==> src/rtl/mul_div_unit_if.sv <==
// rtl/mul_div_unit_if.sv - request/write-back interface of the multiply/divide unit
// Purpose: bundles the operand request handshake and the register-file
//          write-port outputs of mul_div_unit.
// Signals: in_valid/in_ready request handshake, op/src_a/src_b/rd operands,
//          flush abort, busy status, wb_we/wb_rd/wb_data write-back (WE3/AD3/WD3).
// Modports: master drives requests (issue stage), slave is the unit itself.
interface mul_div_unit_if #(
    parameter int DATA_WIDTH    = 32,
    parameter int ADDRESS_WIDTH = 5
);
    logic                     in_valid;
    logic                     in_ready;
    logic [1:0]               op;
    logic [DATA_WIDTH-1:0]    src_a;
    logic [DATA_WIDTH-1:0]    src_b;
    logic [ADDRESS_WIDTH-1:0] rd;
    logic                     flush;
    logic                     busy;
    logic                     wb_we;
    logic [ADDRESS_WIDTH-1:0] wb_rd;
    logic [DATA_WIDTH-1:0]    wb_data;

    modport master (
        output in_valid, op, src_a, src_b, rd, flush,
        input  in_ready, busy, wb_we, wb_rd, wb_data
    );

    modport slave (
        input  in_valid, op, src_a, src_b, rd, flush,
        output in_ready, busy, wb_we, wb_rd, wb_data
    );
endinterface

==> src/rtl/mul_div_unit.sv <==
// rtl/mul_div_unit.sv - iterative radix-2 unsigned multiply/divide unit
// Purpose: one bit per cycle shift-add multiplier and restoring divider,
//          one operation in flight, result delivered in register-file
//          write-port form.
// Ports:   clk    rising-edge clock
//          rst_n  asynchronous active-low reset
//          bus    mul_div_unit_if.slave: in_valid/in_ready, op (00 MUL,
//                 01 MULHU, 10 DIVU, 11 REMU), src_a, src_b, rd, flush,
//                 busy, wb_we, wb_rd, wb_data
module mul_div_unit #(
    parameter int DATA_WIDTH    = 32,
    parameter int ADDRESS_WIDTH = 5
) (
    input  logic           clk,
    input  logic           rst_n,
    mul_div_unit_if.slave  bus
);
    localparam int W     = DATA_WIDTH;
    localparam int CNT_W = $clog2(DATA_WIDTH + 1);
    localparam logic [CNT_W-1:0] LAST_CNT = CNT_W'(DATA_WIDTH);

    localparam logic [1:0] OP_MUL   = 2'b00;
    localparam logic [1:0] OP_MULHU = 2'b01;
    localparam logic [1:0] OP_DIVU  = 2'b10;
    localparam logic [1:0] OP_REMU  = 2'b11;

    typedef enum logic [1:0] {
        S_IDLE = 2'b00,
        S_BUSY = 2'b01,
        S_DONE = 2'b10
    } state_t;

    state_t                   state_q, state_d;
    logic [CNT_W-1:0]         count_q, count_d;
    logic [1:0]               op_q, op_d;
    logic [W-1:0]             a_q, a_d;
    logic [W-1:0]             b_q, b_d;
    logic [ADDRESS_WIDTH-1:0] rd_q, rd_d;
    // hi: upper product half / partial remainder; lo: multiplier / dividend-quotient
    logic [W:0]               hi_q, hi_d;
    logic [W-1:0]             lo_q, lo_d;
    logic [ADDRESS_WIDTH-1:0] wb_rd_q, wb_rd_d;
    logic [W-1:0]             wb_data_q, wb_data_d;

    logic       is_div;
    logic [W:0] mul_sum;
    logic [W:0] rem_sh;
    logic [W:0] rem_sub;
    logic       rem_ge;
    logic [W:0] iter_hi;
    logic [W-1:0] iter_lo;

    // State register (all flops)
    always_ff @(posedge clk or negedge rst_n) begin
        if (!rst_n) begin
            state_q   <= S_IDLE;
            count_q   <= '0;
            op_q      <= '0;
            a_q       <= '0;
            b_q       <= '0;
            rd_q      <= '0;
            hi_q      <= '0;
            lo_q      <= '0;
            wb_rd_q   <= '0;
            wb_data_q <= '0;
        end else begin
            state_q   <= state_d;
            count_q   <= count_d;
            op_q      <= op_d;
            a_q       <= a_d;
            b_q       <= b_d;
            rd_q      <= rd_d;
            hi_q      <= hi_d;
            lo_q      <= lo_d;
            wb_rd_q   <= wb_rd_d;
            wb_data_q <= wb_data_d;
        end
    end

    // Next-state logic
    always_comb begin
        state_d = state_q;
        case (state_q)
            S_IDLE: if (bus.in_valid && !bus.flush) state_d = S_BUSY;
            S_BUSY: begin
                if (bus.flush)               state_d = S_IDLE;
                else if (count_q == LAST_CNT) state_d = S_DONE;
            end
            S_DONE:  state_d = S_IDLE;
            default: state_d = S_IDLE;
        endcase
    end

    // One radix-2 step for each operation class
    always_comb begin
        is_div  = op_q[1];
        // hi_q[W] is always zero in multiply mode, so the sum never wraps
        mul_sum = hi_q + (lo_q[0] ? {1'b0, a_q} : {(W+1){1'b0}});
        rem_sh  = {hi_q[W-1:0], lo_q[W-1]};
        rem_ge  = (rem_sh >= {1'b0, b_q});
        rem_sub = rem_sh - {1'b0, b_q};
        if (is_div) begin
            iter_hi = rem_ge ? rem_sub : rem_sh;
            iter_lo = {lo_q[W-2:0], rem_ge};
        end else begin
            iter_hi = {1'b0, mul_sum[W:1]};
            iter_lo = {mul_sum[0], lo_q[W-1:1]};
        end
    end

    // Datapath register updates
    always_comb begin
        count_d   = count_q;
        op_d      = op_q;
        a_d       = a_q;
        b_d       = b_q;
        rd_d      = rd_q;
        hi_d      = hi_q;
        lo_d      = lo_q;
        wb_rd_d   = wb_rd_q;
        wb_data_d = wb_data_q;
        case (state_q)
            S_IDLE: begin
                if (bus.in_valid && !bus.flush) begin
                    op_d    = bus.op;
                    a_d     = bus.src_a;
                    b_d     = bus.src_b;
                    rd_d    = bus.rd;
                    hi_d    = '0;
                    count_d = '0;
                end
            end
            S_BUSY: begin
                if (!bus.flush) begin
                    count_d = count_q + 1'b1;
                    if (count_q == '0) begin
                        // Setup step: seed the working registers from the
                        // captured operands; iterations run at counts 1..W.
                        hi_d = '0;
                        lo_d = is_div ? a_q : b_q;
                    end else begin
                        hi_d = iter_hi;
                        lo_d = iter_lo;
                        if (count_q == LAST_CNT) begin
                            wb_rd_d = rd_q;
                            case (op_q)
                                OP_MUL:   wb_data_d = iter_lo;
                                OP_MULHU: wb_data_d = iter_hi[W-1:0];
                                OP_DIVU:  wb_data_d = iter_lo;
                                OP_REMU:  wb_data_d = iter_hi[W-1:0];
                                default:  wb_data_d = wb_data_q;
                            endcase
                        end
                    end
                end
            end
            default: ;
        endcase
    end

    // Outputs
    always_comb begin
        bus.in_ready = (state_q == S_IDLE);
        bus.busy     = (state_q != S_IDLE);
        // x0 is never written; a flush in DONE drops the pulse
        bus.wb_we    = (state_q == S_DONE) && (wb_rd_q != '0) && !bus.flush;
        bus.wb_rd    = wb_rd_q;
        bus.wb_data  = wb_data_q;
    end
endmodule
==> src/flat_wrapper.sv <==
// flat-port wrapper written by rule: the top's interface ports become plain ports
module mul_div_unit_flat 
#(
    parameter int DATA_WIDTH    = 32,
    parameter int ADDRESS_WIDTH = 5
)
  (clk, rst_n, bus_in_valid, bus_op, bus_src_a, bus_src_b, bus_rd, bus_flush, bus_in_ready, bus_busy, bus_wb_we, bus_wb_rd, bus_wb_data);
  mul_div_unit_if #(.DATA_WIDTH(DATA_WIDTH), .ADDRESS_WIDTH(ADDRESS_WIDTH)) bus_i ();
  input  logic clk;
  input  logic rst_n;
  input wire logic [$bits(bus_i.in_valid)-1:0] bus_in_valid;
  input wire logic [$bits(bus_i.op)-1:0] bus_op;
  input wire logic [$bits(bus_i.src_a)-1:0] bus_src_a;
  input wire logic [$bits(bus_i.src_b)-1:0] bus_src_b;
  input wire logic [$bits(bus_i.rd)-1:0] bus_rd;
  input wire logic [$bits(bus_i.flush)-1:0] bus_flush;
  output wire logic [$bits(bus_i.in_ready)-1:0] bus_in_ready;
  output wire logic [$bits(bus_i.busy)-1:0] bus_busy;
  output wire logic [$bits(bus_i.wb_we)-1:0] bus_wb_we;
  output wire logic [$bits(bus_i.wb_rd)-1:0] bus_wb_rd;
  output wire logic [$bits(bus_i.wb_data)-1:0] bus_wb_data;
  assign bus_i.in_valid = bus_in_valid;
  assign bus_i.op = bus_op;
  assign bus_i.src_a = bus_src_a;
  assign bus_i.src_b = bus_src_b;
  assign bus_i.rd = bus_rd;
  assign bus_i.flush = bus_flush;
  assign bus_in_ready = bus_i.in_ready;
  assign bus_busy = bus_i.busy;
  assign bus_wb_we = bus_i.wb_we;
  assign bus_wb_rd = bus_i.wb_rd;
  assign bus_wb_data = bus_i.wb_data;
  mul_div_unit #(.DATA_WIDTH(DATA_WIDTH), .ADDRESS_WIDTH(ADDRESS_WIDTH)) u_core (.clk(clk), .rst_n(rst_n), .bus(bus_i));
endmodule
==> config.mk <==
export PLATFORM = sky130hd
export DESIGN_NAME = mul_div_unit_flat
export DESIGN_NICKNAME = d
export VERILOG_FILES = /design/src/rtl/mul_div_unit_if.sv /design/src/rtl/mul_div_unit.sv /design/src/flat_wrapper.sv
export SDC_FILE = /design/constraint.sdc
export NUM_CORES = 1
export LEC_CHECK = 0
export ABC_AREA = 1
export BUFFER_PORTS_ARGS = -buffer_cell sky130_fd_sc_hd__clkbuf_2
export CORE_ASPECT_RATIO = 1.1
export CORE_UTILIZATION = 57
export DETAILED_ROUTE_END_ITERATION = 6
export PLACE_DENSITY_LB_ADDON = 0.3
export RECOVER_POWER = 100
export SLEW_MARGIN = 30
export SYNTH_ARGS = -nofsm -noshare
export SYNTH_HDL_FRONTEND = slang
export SYNTH_SLANG_ARGS = --single-unit
export TNS_END_PERCENT = 20
==> constraint.sdc <==
create_clock -name clk -period 3 [get_ports clk]
set_input_delay 0.15 -clock clk [delete_from_list [all_inputs] [get_ports clk]]
set_output_delay 0.15 -clock clk [all_outputs]
set_load 0.02 [all_outputs]
==> flow_metrics.py <==
metrics = {
    "worst_setup_path": {
        "crit_type": "register to register",
        "cp-startpoint": "u_core.hi_q[5]",
        "critical_path_required_ns": 3.33,
        "cp-end-kind": "register",
        "start_kind": "register",
        "worstReg2RegStart": "u_core.hi_q[5]",
        "critical_path_arrival_ns": 3.19,
        "r2r_setup_slack_ns": 0.15,
        "worst-path-max-fanout": 9,
    },
    "power_and_ir_drop": {
        "power.combinational.fraction": 0.609,
        "powerDensity_nw_per_um2": 992.0,
        "total_power_mw": 15.81,
        "power_leakage_nw": 8.639,
        "clock_power_share": 0.144,
        "seqPwrFrac": 0.247,
        "p_sw_frac": 0.5359,
        "p_int_mw": 7.338,
        "switchingPower_mw": 8.472,
        "ir_drop_mv": 0.5606,
    },
    "synthesis": {
        "synth.distinct_cells": 37,
        "synth_ff_type": "dfrtp_1",
        "synth_area_leaders": "dfrtp_1, nand2_1, inv_1",
        "seq_area_frac_synth": 0.3280,
        "synth_area_leader_cell": "dfrtp_1",
        "netlist_area_um2": 13810,
        "ys_seq_elements": 181,
        "synthArstFlopShare": 1.000,
        "synth_top_area_frac": 0.3280,
        "synth_warnings": 0,
        "synth.net_count": 2332,
        "syn_inst": 2189,
        "synth_area_per_cell_um2": 6.309,
        "synth_edf_count": 0,
    },
    "global_routing": {
        "grt_first_pass_wirelength_mm": 76.27,
        "grt_max_degree": 119,
        "grtUsageTotal": 0.4105,
        "antenna_found_initial": 1,
        "grt-ovfl-total": 0,
        "grt_pass1_vias": 14030,
    },
    "die": {
        "die_area_um2": 24850,
        "start_util": 0.5828,
        "die_w_um": 150.4,
        "core_um2": 23700,
        "io_pins": 115,
        "rows": 59,
        "die_h_um": 165.3,
    },
    "detailed_routing": {
        "wl_met2_mm": 21.85,
        "drc": 1,
        "drtIter0Drc": 1618,
        "ant_nets": 0,
        "vias": 15100,
        "drt-total-wl_mm": 49.92,
        "vias_per_cell": 5.654,
        "top_layer": "met5",
        "wl_met3_mm": 5.360,
        "met1_length_mm": 21.03,
        "drt_pass1_iterations": 7,
        "wl_per_cell_um": 18.69,
    },
    "sta": {
        "fin_tns_setup_ns": 0,
        "fin_crit_sh": 0.9505,
        "grt_setup_unrepaired": "no",
        "max_freq_mhz": 350.7,
        "period_minus_slack_ns": 2.851,
        "slew_violations": 69,
        "tightest_slew_ns": 1.645,
        "slew_headroom": -0.09651,
        "clock_skew_ns": 0.02074,
        "finalSetupViolCount": 0,
        "finalHoldViolations": 0,
    },
    "clock_network": {
        "clk_pin_slew_worst_paths_ns": 0.09,
        "insertion_delay_ns": 0.44,
        "cts-htree-levels": 4,
        "cts_made_buffers": 17,
        "post-cts-setup-buffers": 0,
        "cts_root_buf": "clkbuf_16",
        "clockBufferDepth": 2,
        "cts_tree": "yes",
        "clock_sinks": 181,
    },
    "min_path": {
        "hold_class": "input pin to register",
        "min_from": "bus_in_valid",
    },
    "layout": {
        "syn_to_final_growth_pct": 15.41,
        "drive_gt1_frac": 0.08118,
        "multi_input_area_um2": 7646,
        "final-seq-area_um2": 4532,
        "final_cell_mix": "nand2_1, inv_1, o21ai_0, dfrtp_1, nor2_1",
        "fillers": 2158,
        "fin_nets": 2496,
        "final_common_cell": "nand2_1",
    },
    "place": {
        "hpwlAfterDp_mm": 37.62,
        "portBuffers": 114,
        "gp_congestion": 1.050,
    },
    "run_status": {
        "violations": "DRC, capacitance limit, slew limit",
        "status": "finished with violations",
    },
    "job": {
        "maxCapViolations": 1,
    },
}
path summary, 6_finish.rpt:
check,to,cells after the start
max,u_core.bus.wb_data[26],15
min,u_core.state_q[0],4
max reg2reg,u_core.bus.wb_data[26],15
min reg2reg,u_core.bus.wb_rd[2],2
max in group asynchronous,u_core.op_q[1],3
min in group asynchronous,u_core.bus.wb_data[6],2
registers in the layout, indices dropped and copies added (netlist names):
signal              count
u_core.state_q          2
u_core.a_q             32
u_core.bus.wb_rd        5
u_core.count_q          6
u_core.hi_q            33
u_core.bus.wb_data     32
u_core.lo_q            32
u_core.op_q             2
u_core.rd_q             5
u_core.b_q             32
through the flow:
step | hold WS [ns] | std cells | area (um2) | setup slack, ns | util
floorplan | -0.1456 | 2189 | 13810 | 0.2165 | -
global placement | 0.1904 | 2567 | 14770 | 0.1933 | 0.6234
detailed placement | 0.1909 | 2567 | 14770 | 0.1087 | 0.6234
CTS | 0.2887 | 2670 | 16090 | 0.1041 | 0.6790
global route | 0.3398 | 2670 | 15940 | 0.005129 | 0.6725
finish | 0.3294 | 2671 | 15940 | 0.1486 | 0.6726
cell usage after synthesis (5+ instances only):
cell type and count:
nand2_1 807, inv_1 324, o21ai_0 187, dfrtp_1 181
nor2_1 163, nand3_1 98, a21oi_1 92, ha_1 66
clkbuf_1 60, o22ai_1 31, nand2_2 23, xnor2_1 21
nor3_1 20, nand4_1 14, nand3_2 13, nand3b_1 11
o211ai_1 11, o21bai_1 9, buf_1 7, inv_2 7
o21ai_1 7, nor2_2 6, buf_2 5
layer usage:
metal / vias up / global-route usage
met2: 864 / 0.6282
met5: - / 0
met3: 125 / 0.08819
li1: 7194 / -
met1: 6916 / 0.5687
met4: 2 / 0.1511
layout make-up:
type	count	area share
multi-input cells	1599	0.4797
flip-flops and latches	181	0.2843
repair buffers	222	0.09601
inverters	332	0.07827
clock buffers	17	0.02669
well taps	305	0.02394
clock inverters	14	0.01083
diodes	1	0.0001570
what timing repair did:
action	CTS	global route
gates resized for setup	0	3
hold endpoints to repair	136	0
endpoints found under the setup margin	0	19
hold buffers	72	0
worst max-delay path, cell delays in order, from the launching register on:
cell and delay [ns]:
dfrtp_1 0.48, ha_1 0.40, nand2_1 0.12, nor2_1 0.22, nand2_1 0.08, nor2_1 0.20
nand2_1 0.11, nand3_1 0.13, nor2_4 0.06, a21oi_4 0.19, buf_4 0.21, nand2_1 0.07
nand3_1 0.21, nand2_1 0.10, nand2_1 0.09, nand2_1 0.06
cells by family after synthesis:
family                   Yosys count  share of synthesized area
AND/OR/NAND/NOR                 1166                     0.3480
buffers and inverters            409                     0.1150
AO/OA/AOI/OAI                    344                     0.1330
flip-flops                       181                     0.3280
adder cells (fa/ha/maj)           68                    0.06270
XOR/XNOR                          21                    0.01332
power groups by stage:
stage | sequential, mW | combinational [mW] | clock, mW
5_1_grt | 3.94 | 10.5 | 2.40
2_1_floorplan | 3.68 | 6.53 | 0
6_report | 3.91 | 9.63 | 2.28
4_1_cts | 3.84 | 9.44 | 2.30
3_3_place_gp | 3.86 | 9.25 | 0
3_5_place_dp | 3.88 | 9.31 | 0
No activity file was read; power rests on OpenSTA's default activity.
